===== src/rtl/pe_array_layer_sequencer_if.sv =====
// ---------------------------------------------------------------------------
// pe_array_layer_sequencer_if
// Groups the layer-config / start inputs, the writeback handshake and the
// PE-array control strobes of the layer sequencer into one bundle.
//   slave  : sequencer side (takes start/cfg/out_ready, drives strobes)
//   master : config + writeback side (drives start/cfg/out_ready)
// Parameter CNT_W: width of cfg_acc_cycles / cfg_num_outputs.
// ---------------------------------------------------------------------------
interface pe_array_layer_sequencer_if #(
  parameter int CNT_W = 16
);
  logic             start;
  logic [CNT_W-1:0] cfg_acc_cycles;
  logic [CNT_W-1:0] cfg_num_outputs;
  logic [1:0]       cfg_output_precision;
  logic             cfg_load_bias;
  logic             out_ready;
  logic             busy;
  logic             enable_array;
  logic             clear;
  logic             enable_input_fifo;
  logic             enable_bias_32bits;
  logic [1:0]       addr_bias_32bits;
  logic             enable_BUFFERED_OUTPUT;
  logic             out_valid;
  logic             out_last;
  logic             done_layer;

  modport slave (
    input  start, cfg_acc_cycles, cfg_num_outputs, cfg_output_precision,
           cfg_load_bias, out_ready,
    output busy, enable_array, clear, enable_input_fifo, enable_bias_32bits,
           addr_bias_32bits, enable_BUFFERED_OUTPUT, out_valid, out_last,
           done_layer
  );

  modport master (
    output start, cfg_acc_cycles, cfg_num_outputs, cfg_output_precision,
           cfg_load_bias, out_ready,
    input  busy, enable_array, clear, enable_input_fifo, enable_bias_32bits,
           addr_bias_32bits, enable_BUFFERED_OUTPUT, out_valid, out_last,
           done_layer
  );
endinterface


===== src/rtl/pe_array_layer_sequencer.sv =====
// ---------------------------------------------------------------------------
// pe_array_layer_sequencer
// Sequences one layer on the PE array: optional 4-beat bias load, then per
// output: clear MACs, accumulate cfg_acc_cycles cycles, capture into the
// packing buffers; after every group of 1/2/4 captures (by precision) or the
// final capture, the packed word is offered on out_valid/out_ready.
// Ports:
//   clk, reset (async, active-low)
//   sif (slave modport) : start/cfg_* in, out_ready in, busy, enable_array,
//                         clear, enable_input_fifo, enable_bias_32bits,
//                         addr_bias_32bits, enable_BUFFERED_OUTPUT,
//                         out_valid, out_last, done_layer out
// Optional feature macro PE_SEQ_PERF_CNT_EN adds:
//   perf_stall_cycles [CNT_W] : cycles in EMIT with out_ready low
//   perf_busy_cycles  [32]    : cycles with busy high
// All outputs are registered Moore decodes of the state register.
// ---------------------------------------------------------------------------
module pe_array_layer_sequencer #(
  parameter int CNT_W      = 16,
  parameter int BIAS_BYTES = 4
) (
  input  logic                         clk,
  input  logic                         reset,
  pe_array_layer_sequencer_if.slave    sif
`ifdef PE_SEQ_PERF_CNT_EN
  ,
  output logic [CNT_W-1:0]             perf_stall_cycles,
  output logic [31:0]                  perf_busy_cycles
`endif
);

  typedef enum logic [2:0] {
    S_IDLE = 3'd0,
    S_BIAS = 3'd1,
    S_CLR  = 3'd2,
    S_ACC  = 3'd3,
    S_CAP  = 3'd4,
    S_EMIT = 3'd5,
    S_DONE = 3'd6
  } state_t;

  localparam logic [CNT_W-1:0] CNT_ONE   = {{(CNT_W-1){1'b0}}, 1'b1};
  localparam logic [CNT_W-1:0] CNT_ZERO  = {CNT_W{1'b0}};
  localparam logic [1:0]       BIAS_LAST = 2'(BIAS_BYTES - 1);

  // Strobe vector: {busy, enable_array, clear, enable_input_fifo,
  //                 enable_bias_32bits, enable_BUFFERED_OUTPUT, out_valid, done_layer}
  function automatic logic [7:0] strobes_for(input state_t s);
    case (s)
      S_IDLE:  strobes_for = 8'b0000_0000;
      S_BIAS:  strobes_for = 8'b1100_1000;
      S_CLR:   strobes_for = 8'b1110_0000;
      S_ACC:   strobes_for = 8'b1101_0000;
      S_CAP:   strobes_for = 8'b1100_0100;
      S_EMIT:  strobes_for = 8'b1000_0010;  // array frozen while offering the word
      S_DONE:  strobes_for = 8'b1100_0001;
      default: strobes_for = 8'b0000_0000;
    endcase
  endfunction

  state_t           state_r;
  logic [7:0]       strobe_r;
  logic             out_last_r;
  logic [1:0]       bias_cnt_r;
  logic [CNT_W-1:0] acc_cnt_r;
  logic [CNT_W-1:0] acc_len_r;
  logic [CNT_W-1:0] num_r;
  logic [CNT_W-1:0] out_cnt_r;
  logic [2:0]       grp_cnt_r;
  logic [2:0]       grp_size_r;

  logic [CNT_W-1:0] out_cnt_inc_s;
  logic [2:0]       grp_cnt_inc_s;
  logic             start_acc_s;

  assign out_cnt_inc_s = out_cnt_r + CNT_ONE;
  assign grp_cnt_inc_s = grp_cnt_r + 3'd1;
  assign start_acc_s   = (state_r == S_IDLE) && sif.start;

  assign sif.busy                   = strobe_r[7];
  assign sif.enable_array           = strobe_r[6];
  assign sif.clear                  = strobe_r[5];
  assign sif.enable_input_fifo      = strobe_r[4];
  assign sif.enable_bias_32bits     = strobe_r[3];
  assign sif.enable_BUFFERED_OUTPUT = strobe_r[2];
  assign sif.out_valid              = strobe_r[1];
  assign sif.done_layer             = strobe_r[0];
  assign sif.out_last               = out_last_r;
  // bias_cnt_r returns to 0 on leaving BIAS, so the address idles at 0
  assign sif.addr_bias_32bits       = bias_cnt_r;

  // Layer FSM: state, counters, latched config and registered outputs
  always_ff @(posedge clk or negedge reset) begin
    if (!reset) begin
      state_r    <= S_IDLE;
      strobe_r   <= 8'b0000_0000;
      out_last_r <= 1'b0;
      bias_cnt_r <= 2'd0;
      acc_cnt_r  <= CNT_ZERO;
      acc_len_r  <= CNT_ZERO;
      num_r      <= CNT_ZERO;
      out_cnt_r  <= CNT_ZERO;
      grp_cnt_r  <= 3'd0;
      grp_size_r <= 3'd0;
    end else begin
      case (state_r)
        S_IDLE: begin
          if (sif.start) begin
            acc_len_r  <= (sif.cfg_acc_cycles == CNT_ZERO) ? CNT_ONE : sif.cfg_acc_cycles;
            num_r      <= sif.cfg_num_outputs;
            case (sif.cfg_output_precision)
              2'd1:    grp_size_r <= 3'd2;
              2'd2:    grp_size_r <= 3'd4;
              default: grp_size_r <= 3'd1;
            endcase
            out_cnt_r  <= CNT_ZERO;
            grp_cnt_r  <= 3'd0;
            bias_cnt_r <= 2'd0;
            if (sif.cfg_num_outputs == CNT_ZERO) begin
              state_r  <= S_DONE;
              strobe_r <= strobes_for(S_DONE);
            end else if (sif.cfg_load_bias) begin
              state_r  <= S_BIAS;
              strobe_r <= strobes_for(S_BIAS);
            end else begin
              state_r  <= S_CLR;
              strobe_r <= strobes_for(S_CLR);
            end
          end
        end
        S_BIAS: begin
          bias_cnt_r <= bias_cnt_r + 2'd1;
          if (bias_cnt_r == BIAS_LAST) begin
            state_r  <= S_CLR;
            strobe_r <= strobes_for(S_CLR);
          end
        end
        S_CLR: begin
          acc_cnt_r <= CNT_ONE;
          state_r   <= S_ACC;
          strobe_r  <= strobes_for(S_ACC);
        end
        S_ACC: begin
          if (acc_cnt_r == acc_len_r) begin
            state_r  <= S_CAP;
            strobe_r <= strobes_for(S_CAP);
          end else begin
            acc_cnt_r <= acc_cnt_r + CNT_ONE;
          end
        end
        S_CAP: begin
          out_cnt_r <= out_cnt_inc_s;
          grp_cnt_r <= grp_cnt_inc_s;
          if ((grp_cnt_inc_s == grp_size_r) || (out_cnt_inc_s == num_r)) begin
            out_last_r <= (out_cnt_inc_s == num_r);
            state_r    <= S_EMIT;
            strobe_r   <= strobes_for(S_EMIT);
          end else begin
            state_r    <= S_CLR;
            strobe_r   <= strobes_for(S_CLR);
          end
        end
        S_EMIT: begin
          if (sif.out_ready) begin
            grp_cnt_r  <= 3'd0;
            out_last_r <= 1'b0;
            if (out_cnt_r != num_r) begin
              state_r  <= S_CLR;
              strobe_r <= strobes_for(S_CLR);
            end else begin
              state_r  <= S_DONE;
              strobe_r <= strobes_for(S_DONE);
            end
          end
        end
        S_DONE: begin
          state_r  <= S_IDLE;
          strobe_r <= strobes_for(S_IDLE);
        end
        default: begin
          state_r    <= S_IDLE;
          strobe_r   <= 8'b0000_0000;
          out_last_r <= 1'b0;
        end
      endcase
    end
  end

`ifdef PE_SEQ_PERF_CNT_EN
  // Saturating performance counters, cleared on accepted start
  always_ff @(posedge clk or negedge reset) begin
    if (!reset) begin
      perf_stall_cycles <= CNT_ZERO;
      perf_busy_cycles  <= 32'd0;
    end else if (start_acc_s) begin
      perf_stall_cycles <= CNT_ZERO;
      perf_busy_cycles  <= 32'd0;
    end else begin
      if ((state_r == S_EMIT) && !sif.out_ready && (perf_stall_cycles != {CNT_W{1'b1}}))
        perf_stall_cycles <= perf_stall_cycles + CNT_ONE;
      if (strobe_r[7] && (perf_busy_cycles != 32'hFFFF_FFFF))
        perf_busy_cycles <= perf_busy_cycles + 32'd1;
    end
  end
`endif

endmodule

===== src/flat_wrapper.sv =====
// flat-port wrapper written by rule: the top's interface ports become plain ports
module pe_array_layer_sequencer_flat 
#(
  parameter int CNT_W      = 16,
  parameter int BIAS_BYTES = 4
)
  (clk, reset, sif_start, sif_cfg_acc_cycles, sif_cfg_num_outputs, sif_cfg_output_precision, sif_cfg_load_bias, sif_out_ready, sif_busy, sif_enable_array, sif_clear, sif_enable_input_fifo, sif_enable_bias_32bits, sif_addr_bias_32bits, sif_enable_BUFFERED_OUTPUT, sif_out_valid, sif_out_last, sif_done_layer);
  pe_array_layer_sequencer_if #(.CNT_W(CNT_W)) sif_i ();
  input  logic clk;
  input  logic reset;
  input wire logic [$bits(sif_i.start)-1:0] sif_start;
  input wire logic [$bits(sif_i.cfg_acc_cycles)-1:0] sif_cfg_acc_cycles;
  input wire logic [$bits(sif_i.cfg_num_outputs)-1:0] sif_cfg_num_outputs;
  input wire logic [$bits(sif_i.cfg_output_precision)-1:0] sif_cfg_output_precision;
  input wire logic [$bits(sif_i.cfg_load_bias)-1:0] sif_cfg_load_bias;
  input wire logic [$bits(sif_i.out_ready)-1:0] sif_out_ready;
  output wire logic [$bits(sif_i.busy)-1:0] sif_busy;
  output wire logic [$bits(sif_i.enable_array)-1:0] sif_enable_array;
  output wire logic [$bits(sif_i.clear)-1:0] sif_clear;
  output wire logic [$bits(sif_i.enable_input_fifo)-1:0] sif_enable_input_fifo;
  output wire logic [$bits(sif_i.enable_bias_32bits)-1:0] sif_enable_bias_32bits;
  output wire logic [$bits(sif_i.addr_bias_32bits)-1:0] sif_addr_bias_32bits;
  output wire logic [$bits(sif_i.enable_BUFFERED_OUTPUT)-1:0] sif_enable_BUFFERED_OUTPUT;
  output wire logic [$bits(sif_i.out_valid)-1:0] sif_out_valid;
  output wire logic [$bits(sif_i.out_last)-1:0] sif_out_last;
  output wire logic [$bits(sif_i.done_layer)-1:0] sif_done_layer;
  assign sif_i.start = sif_start;
  assign sif_i.cfg_acc_cycles = sif_cfg_acc_cycles;
  assign sif_i.cfg_num_outputs = sif_cfg_num_outputs;
  assign sif_i.cfg_output_precision = sif_cfg_output_precision;
  assign sif_i.cfg_load_bias = sif_cfg_load_bias;
  assign sif_i.out_ready = sif_out_ready;
  assign sif_busy = sif_i.busy;
  assign sif_enable_array = sif_i.enable_array;
  assign sif_clear = sif_i.clear;
  assign sif_enable_input_fifo = sif_i.enable_input_fifo;
  assign sif_enable_bias_32bits = sif_i.enable_bias_32bits;
  assign sif_addr_bias_32bits = sif_i.addr_bias_32bits;
  assign sif_enable_BUFFERED_OUTPUT = sif_i.enable_BUFFERED_OUTPUT;
  assign sif_out_valid = sif_i.out_valid;
  assign sif_out_last = sif_i.out_last;
  assign sif_done_layer = sif_i.done_layer;
  pe_array_layer_sequencer #(.CNT_W(CNT_W), .BIAS_BYTES(BIAS_BYTES)) u_core (.clk(clk), .reset(reset), .sif(sif_i));
endmodule

===== config.mk =====
export PLATFORM = sky130hd
export DESIGN_NAME = pe_array_layer_sequencer_flat
export DESIGN_NICKNAME = d
export VERILOG_FILES = /design/src/rtl/pe_array_layer_sequencer_if.sv /design/src/rtl/pe_array_layer_sequencer.sv /design/src/flat_wrapper.sv
export SDC_FILE = /design/constraint.sdc
export NUM_CORES = 1
export LEC_CHECK = 0
export ABC_CLOCK_PERIOD_IN_PS = 6900
export CORE_ASPECT_RATIO = 0.9
export CORE_MARGIN = 4
export CORE_UTILIZATION = 62
export DETAILED_ROUTE_END_ITERATION = 12
export DONT_BUFFER_PORTS = 1
export PLACE_DENSITY = 0.76
export SYNTH_ARGS = -nofsm -noshare
export SYNTH_HDL_FRONTEND = slang
export SYNTH_SLANG_ARGS = --single-unit

===== constraint.sdc =====
create_clock -name clk -period 6.9 [get_ports clk]
set_clock_uncertainty 0.05 [all_clocks]
set_input_delay 0.345 -clock clk [delete_from_list [all_inputs] [get_ports clk]]
set_output_delay 0.345 -clock clk [all_outputs]
set_load 0.02 [all_outputs]

==> results of run 1 <==
==> area by class of cell <==
| cell class | instances | share of cell area (%) |
|---|---|---|
| clock buffer | 9 | 2.45 |
| multi-input combinational | 369 | 50.7 |
| timing repair buffer | 3 | 0.892 |
| clock inverter | 7 | 1.14 |
| inverter | 11 | 0.818 |
| sequential | 84 | 41.6 |
| tap | 96 | 2.38 |
==> worst paths after layout <==
kind,to,slack [ps],cells after the start
setup reg to reg,u_core.state_r[1],4290,6
hold / removal,u_core.num_r[12],60,1
hold reg to reg,u_core.out_cnt_r[15],450,1
min in group asynchronous,u_core.grp_cnt_r[2],460,2
setup / recovery,u_core.state_r[1],4290,6
max in group asynchronous,u_core.num_r[8],5980,2
==> metal layers <==
layer	routed length, µm	track usage, %
met2	4560	35.0
met1	4920	35.4
met5	0	0
met3	803	8.06
met4	126	5.39
==> kinds of logic after synthesis <==
logic type	synth area share [%]
xor gates and xnor gates	10.1
DFF	43.8
AOI/OAI and AO/OA	11.4
buffers and inverters	2.94
muxes	9.23
and+or+nand+nor	20.7
adders and majority gates	1.77
==> where the power goes <==
| group | internal (mW) | total, mW | leakage (nW) | switching (mW) |
|---|---|---|---|---|
| sequential | 0.662 | 0.898 | 1.07 | 0.236 |
| clock | 0.137 | 0.337 | 0.0950 | 0.200 |
| combinational | 0.375 | 0.792 | 0.852 | 0.417 |
| total | 1.17 | 2.03 | 2.02 | 0.853 |
==> flip-flops by register name (all words and copies together) (netlist names), 3 cells and up <==
name and count:
u_core.acc_cnt_r 16, u_core.acc_len_r 16, u_core.num_r 16, u_core.out_cnt_r 16, u_core.strobe_r 8, u_core.grp_cnt_r 3
u_core.grp_size_r 3, u_core.state_r 3
==> through the flow <==
stage / setup WS, ps / hold slack, ps / utilization (%)
detailed placement: 4330 / 2.02 / 64.0
global route: 4140 / 35.8 / 66.9
CTS: 4320 / 55.8 / 66.9
floorplan: 4550 / -0.591 / -
finish: 4290 / 60.1 / 66.9
global placement: 4400 / 2.50 / 64.0
==> cells in the final DEF (no fill, tap or decap), types with 5 or more instances in the layout <==
| cell type | netlist | routed |
|---|---|---|
| xnor2_1 | 42 | 42 |
| nand2_1 | 59 | 58 |
| inv_1 | 11 | 11 |
| mux2_2 | 34 | 34 |
| a21oi_1 | 14 | 14 |
| mux2i_1 | 6 | 6 |
| o21ai_0 | 30 | 30 |
| nand2b_1 | 5 | 5 |
| nand3_1 | 18 | 18 |
| nor2_1 | 31 | 31 |
| dfrtp_1 | 84 | 84 |
| nor3_1 | 13 | 13 |
| clkbuf_8 | 0 | 9 |
| nand4_1 | 14 | 14 |
| nor4_1 | 18 | 18 |
| xor2_1 | 8 | 8 |
| ha_1 | 6 | 6 |
==> worst max-delay path, cell delays in order (launching register included) <==
cell     delay [ps]
dfrtp_1         470
ha_1            330
maj3_1          380
o22a_1          220
or4_4           530
nor4_4          320
o21ai_0         170
==> impl_metrics.csv, run 1 <==
group,metric,value,unit
status,status,"complete, no violations",
drt,post_drt_via_cell_ratio,6.39,
pwr,total_power,2.03,mW
yosys,synthFlopType,"dfrtp_1",
pwr,ir_drop,253,µV
worst_setup_path,worstSetupPathType,"reg -> reg",
drt,drt_first_pass_iters,5,
layout,multi_input_area,2560,µm²
drt,drtIter0Drc,243,
drt,wl_per_cell,18.0,µm
floorplan,die_y,91.5,µm
yosys,synth_seq_cells,84,
clocking,path_clk_slew,100,ps
yosys,synth-async-reset-ratio,100,%
layout,nNetsFinal,523,
min_path,hold_path.class,"in -> reg",
grt,overflow,0,
timing,hold_violations,0,
grt,grt_pass1_vias,3571,
yosys,post_synth.cell_area_avg,9.84,µm²
pwr,powerDensity,401,nW/µm²
yosys,yosysMostFrequentCell,"dfrtp_1",
worst_setup_path,crit_path_end_kind,"flip-flop",
clocking,cts_root_buf,"clkbuf_8",
clocking,cts_buffer_depth,2,
clocking,hold_buffers,2,
worst_setup_path,rr_startpoint,"u_core.out_cnt_r[0]",
yosys,netlist_top_cells_count,"dfrtp_1, nand2_1, xnor2_1",
worst_setup_path,critical_path_arrival,2800,ps
yosys,synth_cells,488,
layout,diodes,0,
timing,tightest_slew,1090,ps
layout,seq_area,2100,µm²
placed_design,place_area,4830,µm²
pwr,p_leak,2.02,nW
layout,final_layout_size_suffix_gt1_share,13.3,%
min_path,hold_start,"sif_cfg_num_outputs[12]",
yosys,synth_fp_nets,533,
floorplan,start_util,63.6,%
floorplan,row_count,30,
placed_design,dp.final_hpwl,7460,µm
yosys,ys_types,57,
timing,timing.slew.headroom,26.8,%
timing,rsz0062_at_grt,"false",
yosys,yosysTopAreaCell,"dfrtp_1",
timing,fin_tns_setup,0,ps
yosys,yosysWarnings,0,
yosys,ys_seq_area_share,43.8,%
clocking,cts-buffers-inserted,9,
worst_setup_path,critical_path.max_fanout,7,
job,max_cap_violations,0,
clocking,clock-sinks,84,
clocking,htreeDepth,3,
grt,grt_pass1_wl,17600,µm
placed_design,post-place-cells,561,
floorplan,io_pins,50,
clocking,post-cts-setup-buffers,0,
layout,stdcell_count,579,
timing,finalCritPeriodShare,37.8,%
placed_design,place_congestion,0.872,
worst_setup_path,worstPathRequired,7090,ps
timing,post-route-min-period,2610,ps
grt,antenna_found_initial,0,
floorplan,die_area,9220,µm²
placed_design,io_buffer_count,0,
worst_setup_path,startpoint_type,"flip-flop",
layout,fin_area,5050,µm²
drt,drt-total-wl,10400,µm
timing,drv_slew,0,
grt,grt.total_usage,24.2,%
layout,nFillCells,606,
timing,setup_viol,0,
clocking,cts_tree,"done",
yosys,syn_area,4800,µm²
yosys,synth_top_cell_area_share,43.8,%
worst_setup_path,critPathLaunch,"u_core.out_cnt_r[0]",
clocking,cts_resized,0,
drt,antenna_left,0,
floorplan,core-area,7540,µm²
yosys,synth_edf_count,0,
grt,grt_max_degree,85,
floorplan,fp.dieW,101,µm
drt,drc_errors,0,
timing,fmax,383,MHz
yosys,synth.area.top_cells,"dfrtp_1, mux2_2, xnor2_1, nand2_1, o21ai_0",
drt,via_count,3701,
layout,syn_to_final_growth,5.19,%
clocking,worstSkewPairLatency,370,ps
No activity file was read; power rests on OpenSTA's default activity.
==> run 2: changes to the inputs <==
--- a/config.mk
+++ b/config.mk
@@ -5,7 +5,8 @@
 export SDC_FILE = /design/constraint.sdc
 export NUM_CORES = 1
 export LEC_CHECK = 0
-export ABC_CLOCK_PERIOD_IN_PS = 6900
+export ABC_AREA = 1
+export ABC_CLOCK_PERIOD_IN_PS = 2500
 export CORE_ASPECT_RATIO = 0.9
 export CORE_MARGIN = 4
 export CORE_UTILIZATION = 62
==> constraint.sdc (replaced) <==
create_clock -name clk -period 2.5 [get_ports clk]
set_clock_uncertainty 0.05 [all_clocks]
set_input_delay 0.125 -clock clk [delete_from_list [all_inputs] [get_ports clk]]
set_output_delay 0.125 -clock clk [all_outputs]
set_load 0.02 [all_outputs]
==> run 2 against run 1 <==
Against the previous run:
- clock power increased to 3.1 times the previous value
- combinational power increased to 2.7 times the previous value
- synthesized cell count grew 32%
- die area up 2.2%
- final cell count increased by 34%
- global-route usage is 2.6 points higher
- via count rose by 18%
- routed wire length rose by 16%
- critical path type unchanged
- critical endpoint unchanged
- highest routed layer unchanged
==> impl_metrics.csv, run 2 <==
group,metric,value,unit
status,status,"complete, no violations",
worst_setup_path,path_cells,"xnor2_1 -> nand2_1 -> nor2_1 -> nand4_1 -> nand2_2 -> nand3b_1 -> a21oi_2 -> nand2_1 -> nand2_1",
worst_setup_path,worstSetupPathType,"reg -> reg",
placed_design,dp_slack,330,ps
timing,hold_violations,0,
min_path,holdPathEnd,"u_core.grp_size_r[1]",
layout,fin_util,73.1,%
worst_setup_path,crit_path_end_kind,"flip-flop",
placed_design,io_buffer_count,0,
grt,grt_pass1_vias,4167,
worst_setup_path,critical_path.max_fanout,12,
timing,rsz0062_at_grt,"false",
clocking,path_clk_slew,80,ps
layout,syn_to_final_growth,13.3,%
worst_setup_path,rr_startpoint,"u_core.acc_cnt_r[9]",
grt,groute.layer.met3.usage,6.17,%
grt,busiest_layer,"met2",
floorplan,core-area,7620,µm²
drt,drt_first_pass_iters,5,
min_path,hold_start,"sif_cfg_output_precision[1]",
pwr,powerDensity,964,nW/µm²
timing,finalCritPeriodShare,89.7,%
yosys,yosysWarnings,0,
floorplan,io_pins,50,
pwr,ir_drop,605,µV
grt,use_met1,36.5,%
pwr,p_leak,2.68,nW
yosys,synth.area.top_cells,"dfrtp_1, nand2_1, xnor2_1, inv_1, nor2_1",
drt,drt-total-wl,12100,µm
yosys,yosysMostFrequentCell,"nand2_1",
floorplan,die_area,9420,µm²
floorplan,start_util,64.5,%
clocking,cts_root_buf,"clkbuf_8",
yosys,ys_types,41,
worst_setup_path,worstPathRequired,2740,ps
timing,whs,26.5,ps
drt,drtIter0Drc,348,
grt,grt_max_degree,85,
timing,setup_viol,0,
timing,tightest_slew,780,ps
layout,final_layout_size_suffix_gt1_share,6.90,%
worst_setup_path,cpMaxStageDelayCell,"dfrtp_1",
drt,wl_per_cell,15.6,µm
timing,post-route-min-period,2240,ps
yosys,yosysTopAreaCell,"dfrtp_1",
clocking,cts_buffer_depth,2,
min_path,hold_path.class,"in -> reg",
pwr,total_power,5.37,mW
clocking,cts-buffers-inserted,9,
timing,fin_tns_setup,0,ps
drt,via_count,4352,
worst_setup_path,slowest_delay,470,ps
yosys,synth_seq_cells,84,
layout,diodes,0,
clocking,worstSkewPairLatency,350,ps
layout,layout_commonest_cell,"nand2_1",
yosys,synthFlopType,"dfrtp_1",
timing,timing.slew.headroom,47.9,%
worst_setup_path,rr_worst_depth,9,
floorplan,die_y,92.5,µm
timing,drv_slew,0,
yosys,syn_area,4910,µm²
floorplan,row_count,30,
grt,grt.total_usage,26.8,%
worst_setup_path,r2r_slack,260,ps
yosys,ys_seq_area_share,42.8,%
layout,nNetsFinal,722,
drt,post_drt_via_cell_ratio,5.60,
placed_design,place_congestion,1.01,
worst_setup_path,startpoint_type,"flip-flop",
grt,overflow,0,
drt,drc_errors,0,
yosys,synth_cells,644,
grt,antenna_found_initial,0,
clocking,htreeDepth,3,
clocking,cts_tree,"done",
worst_setup_path,critical_path_arrival,2480,ps
grt,grt.met2_usage,42.9,%
timing,setup_slack,258,ps
floorplan,fp.dieW,102,µm
clocking,clock-sinks,84,
worst_setup_path,reg2reg_to,"u_core.state_r[1]",
yosys,synth-async-reset-ratio,100,%
yosys,synth_edf_count,0,
yosys,netlist_top_cells_count,"nand2_1, dfrtp_1, inv_1",
grt,grt_pass1_wl,20000,µm
yosys,synth_top_cell_area_share,42.8,%
placed_design,dp.final_hpwl,8240,µm
yosys,synth_fp_nets,689,
drt,antenna_left,0,
min_path,hold_depth,4,
timing,fmax,446,MHz
yosys,post_synth.cell_area_avg,7.63,µm²
worst_setup_path,cpMostUsedCell,"nand2_1",
layout,layout_common_cells,"nand2_1, dfrtp_1, inv_1",
job,max_cap_violations,0,
## run 2: per-stage QoR
step,cells,cell area [µm²]
after floorplan,644,4910
after global placement,723,4950
final,777,5570
after global routing,777,5570
after CTS,777,5570
after detailed placement,723,4950
## run 2: cell families after synthesis
kind of cell | Yosys count | synth area share (%)
fa+ha+maj | 6 | 1.53
mux | 1 | 0.204
simple gates | 354 | 32.1
flops | 84 | 42.8
buf+inv | 87 | 7.15
xor+xnor | 46 | 8.20
compound gates | 66 | 8.10
## run 2: layer usage
layer  vias up  share of wire [%]
li1       2129                  -
met3        23                7.3
met4         0                1.7
met1      2016                 44
met2       184                 46
met5         -                  0
## run 2: worst max-delay path by stage
stage | start | to | slack [ps] | depth (start not counted)
after floorplan | u_core.out_cnt_r[0] | u_core.strobe_r[6] | 710 | 12
after global placement | u_core.state_r[2] | u_core.strobe_r[7] | 370 | 6
after detailed placement | u_core.state_r[2] | u_core.strobe_r[7] | 330 | 6
after CTS | u_core.acc_cnt_r[9] | u_core.state_r[1] | 290 | 9
after global routing | u_core.acc_cnt_r[8] | u_core.strobe_r[5] | 50 | 9
final | u_core.acc_cnt_r[9] | u_core.state_r[1] | 260 | 9
## run 2: area by class of cell
type	instances	area (µm²)
multi-input cells	473	2460
flip-flops and latches	84	2100
fillers	593	2050
repair buffers	41	423
inverters	68	255
clock buffers	11	131
well taps	96	120
clock inverters	4	75.1
## run 2: what timing repair did
action,in CTS,in global routing
buffers inserted,0,0
endpoints found under the setup margin,0,0
hold endpoints to repair,121,0
hold buffers,39,0
resized for setup,0,0
## run 2: power breakdown
group,internal [mW],switching [mW]
combinational,0.759,1.37
clock,0.558,0.482
sequential,1.76,0.443
## run 2: critical path: cells and delay by family (launching register included)
kind,cells,cell delay [ps]
flip-flops,1,470
XOR/XNOR,1,220
AO/OA/AOI/OAI,1,380
AND/OR/NAND/NOR,7,1050
==> run 3: changes to the inputs <==
--- a/config.mk
+++ b/config.mk
@@ -6,7 +6,8 @@
 export NUM_CORES = 1
 export LEC_CHECK = 0
 export ABC_AREA = 1
-export ABC_CLOCK_PERIOD_IN_PS = 2500
+export ABC_CLOCK_PERIOD_IN_PS = 2700
+export CAP_MARGIN = 20
 export CORE_ASPECT_RATIO = 0.9
 export CORE_MARGIN = 4
 export CORE_UTILIZATION = 62
==> constraint.sdc (replaced) <==
create_clock -name clk -period 2.7 [get_ports clk]
set_clock_uncertainty 0.05 [all_clocks]
set_input_delay 0.135 -clock clk [delete_from_list [all_inputs] [get_ports clk]]
set_output_delay 0.135 -clock clk [all_outputs]
set_load 0.02 [all_outputs]
==> run 3 against run 2 <==
Against the previous run:
- sequential cell count unchanged
- setup slack better by 200 ps
- worst hold slack worse by 13 ps
==> impl_metrics.csv, run 3 (synthesized netlist as in run 2, its figures left out) <==
group,metric,value,unit
drt,via_count,4328,
placed_design,io_buffer_count,0,
layout,final_layout_size_suffix_gt1_share,7.06,%
status,status,"complete, no violations",
grt,groute.layer.met3.usage,5.80,%
layout,layout_common_cells,"nand2_1, dfrtp_1, inv_1",
timing,tightest_slew,771,ps
min_path,hold_path.class,"in -> reg",
grt,overflow,0,
floorplan,fp.dieW,102,µm
clocking,cts_resized,0,
worst_setup_path,critical_path_arrival,2490,ps
worst_setup_path,crit_path_end,"u_core.state_r[0]",
worst_setup_path,path_cells,"xnor2_1 -> nand2_1 -> nor2_1 -> nand4_1 -> nand2_2 -> nand3b_1 -> a21oi_2 -> nand2_1 -> nand2_1",
clocking,path_clk_slew,80,ps
timing,rsz0062_at_grt,"false",
clocking,htreeDepth,3,
layout,syn_to_final_growth,12.5,%
worst_setup_path,critPathLaunch,"u_core.acc_cnt_r[4]",
drt,drtIter0Drc,364,
job,max_cap_violations,0,
grt,grt_pass1_vias,4091,
worst_setup_path,cpMaxStageDelayCell,"dfrtp_1",
worst_setup_path,crit_path_end_kind,"flip-flop",
clocking,cts_tree,"done",
timing,fin_tns_setup,0,ps
floorplan,start_util,64.5,%
grt,grt.total_usage,27.3,%
floorplan,row_count,30,
layout,nNetsFinal,721,
worst_setup_path,critical_path.max_fanout,12,
floorplan,io_pins,50,
clocking,cts-buffers-inserted,9,
layout,layout_commonest_cell,"nand2_1",
timing,whs,13.6,ps
worst_setup_path,worstPathRequired,2950,ps
timing,fmax,446,MHz
grt,grt_pass1_wl,20300,µm
worst_setup_path,r2r_slack,460,ps
grt,grt.met2_usage,42.3,%
drt,drc_errors,0,
timing,setup_viol,0,
pwr,ir_drop,452,µV
layout,nFillCells,587,
timing,drv_slew,0,
worst_setup_path,path_depth,9,
worst_setup_path,cpMostUsedCell,"nand2_1",
layout,stdcell_count,776,
timing,finalCritPeriodShare,83.0,%
floorplan,die_y,92.5,µm
placed_design,post-place-cells,723,
worst_setup_path,crit_family,"simple AND/OR/NAND/NOR gates",
pwr,p_leak,2.66,nW
layout,seq_area,2100,µm²
grt,use_met1,39.0,%
worst_setup_path,crit_buf_inv,0,
clocking,clock-sinks,84,
floorplan,die_area,9420,µm²
layout,multi_input_area,2460,µm²
worst_setup_path,worstSetupPathType,"reg -> reg",
layout,fin_util,72.6,%
worst_setup_path,reg2reg_to,"u_core.state_r[0]",
drt,post_drt_via_cell_ratio,5.58,
worst_setup_path,startpoint_type,"flip-flop",
grt,antenna_found_initial,0,
pwr,powerDensity,872,nW/µm²
timing,hold_violations,0,
timing,post-route-min-period,2240,ps
drt,antenna_left,0,
clocking,worstSkewPairLatency,360,ps
worst_setup_path,rr_worst_depth,9,
drt,drt_first_pass_iters,6,
clocking,cts_root_buf,"clkbuf_8",
drt,drt-total-wl,12000,µm
worst_setup_path,slowest_delay,450,ps
worst_setup_path,rr_startpoint,"u_core.acc_cnt_r[4]",
timing,timing.slew.headroom,48.5,%
drt,wl_per_cell,15.4,µm
grt,busiest_layer,"met2",
placed_design,dp.final_hpwl,8210,µm
clocking,cts_buffer_depth,2,
layout,diodes,0,
grt,grt_max_degree,85,
placed_design,place_congestion,0.953,
floorplan,core-area,7620,µm²
-- run 3: final cells by class --
class | count | area share (%)
inverter | 68 | 4.62
clock buffer | 12 | 2.81
clock inverter | 3 | 0.407
sequential | 84 | 38.0
timing repair buffer | 40 | 7.47
tap | 96 | 2.17
multi-input combinational | 473 | 44.5
-- run 3: worst min path at each step --
stage	from	cells past startpoint	endpoint	slack [ps]
floorplan	reset	0	u_core.acc_cnt_r[0]	-210
global placement	reset	0	u_core.num_r[1]	-210
detailed placement	reset	0	u_core.out_cnt_r[0]	-210
CTS	sif_cfg_output_precision[0]	4	u_core.grp_size_r[0]	1
global route	sif_cfg_output_precision[0]	4	u_core.grp_size_r[0]	20
finish	sif_cfg_output_precision[0]	4	u_core.grp_size_r[0]	10
-- run 3: timing repair --
action                                 CTS  global route
buffers inserted                         0             0
hold buffers                            38             0
endpoints found under the hold margin  121             0
-- run 3: per-stage QoR --
step	total power [mW]	instance area [µm²]	setup WS [ps]
after floorplan	3.49	4910	905
after global placement	3.84	4950	505
after detailed placement	3.90	4950	519
after CTS	4.81	5530	477
after global routing	5.23	5530	157
final	4.82	5530	459
-- run 3: layer usage --
| metal | wire (µm) | part of all wire (%) |
|---|---|---|
| met5 | 0 | 0 |
| met1 | 5430 | 45 |
| met3 | 853 | 7.1 |
| met2 | 5530 | 46 |
| met4 | 154 | 1.3 |
-- run 3: worst reg2reg max path, delay by kind of cell (launching register included) --
kind / cells / cell delay (ps)
AOI/OAI and AO/OA: 1 / 410
xor gates and xnor gates: 1 / 180
DFF: 1 / 450
and+or+nand+nor: 7 / 1100
-- run 3: report_power, final --
group | switching, mW | total [mW] | internal, mW
Sequential | 0.402 | 2.03 | 1.63
Combinational | 1.26 | 1.96 | 0.700
Clock | 0.452 | 0.832 | 0.380
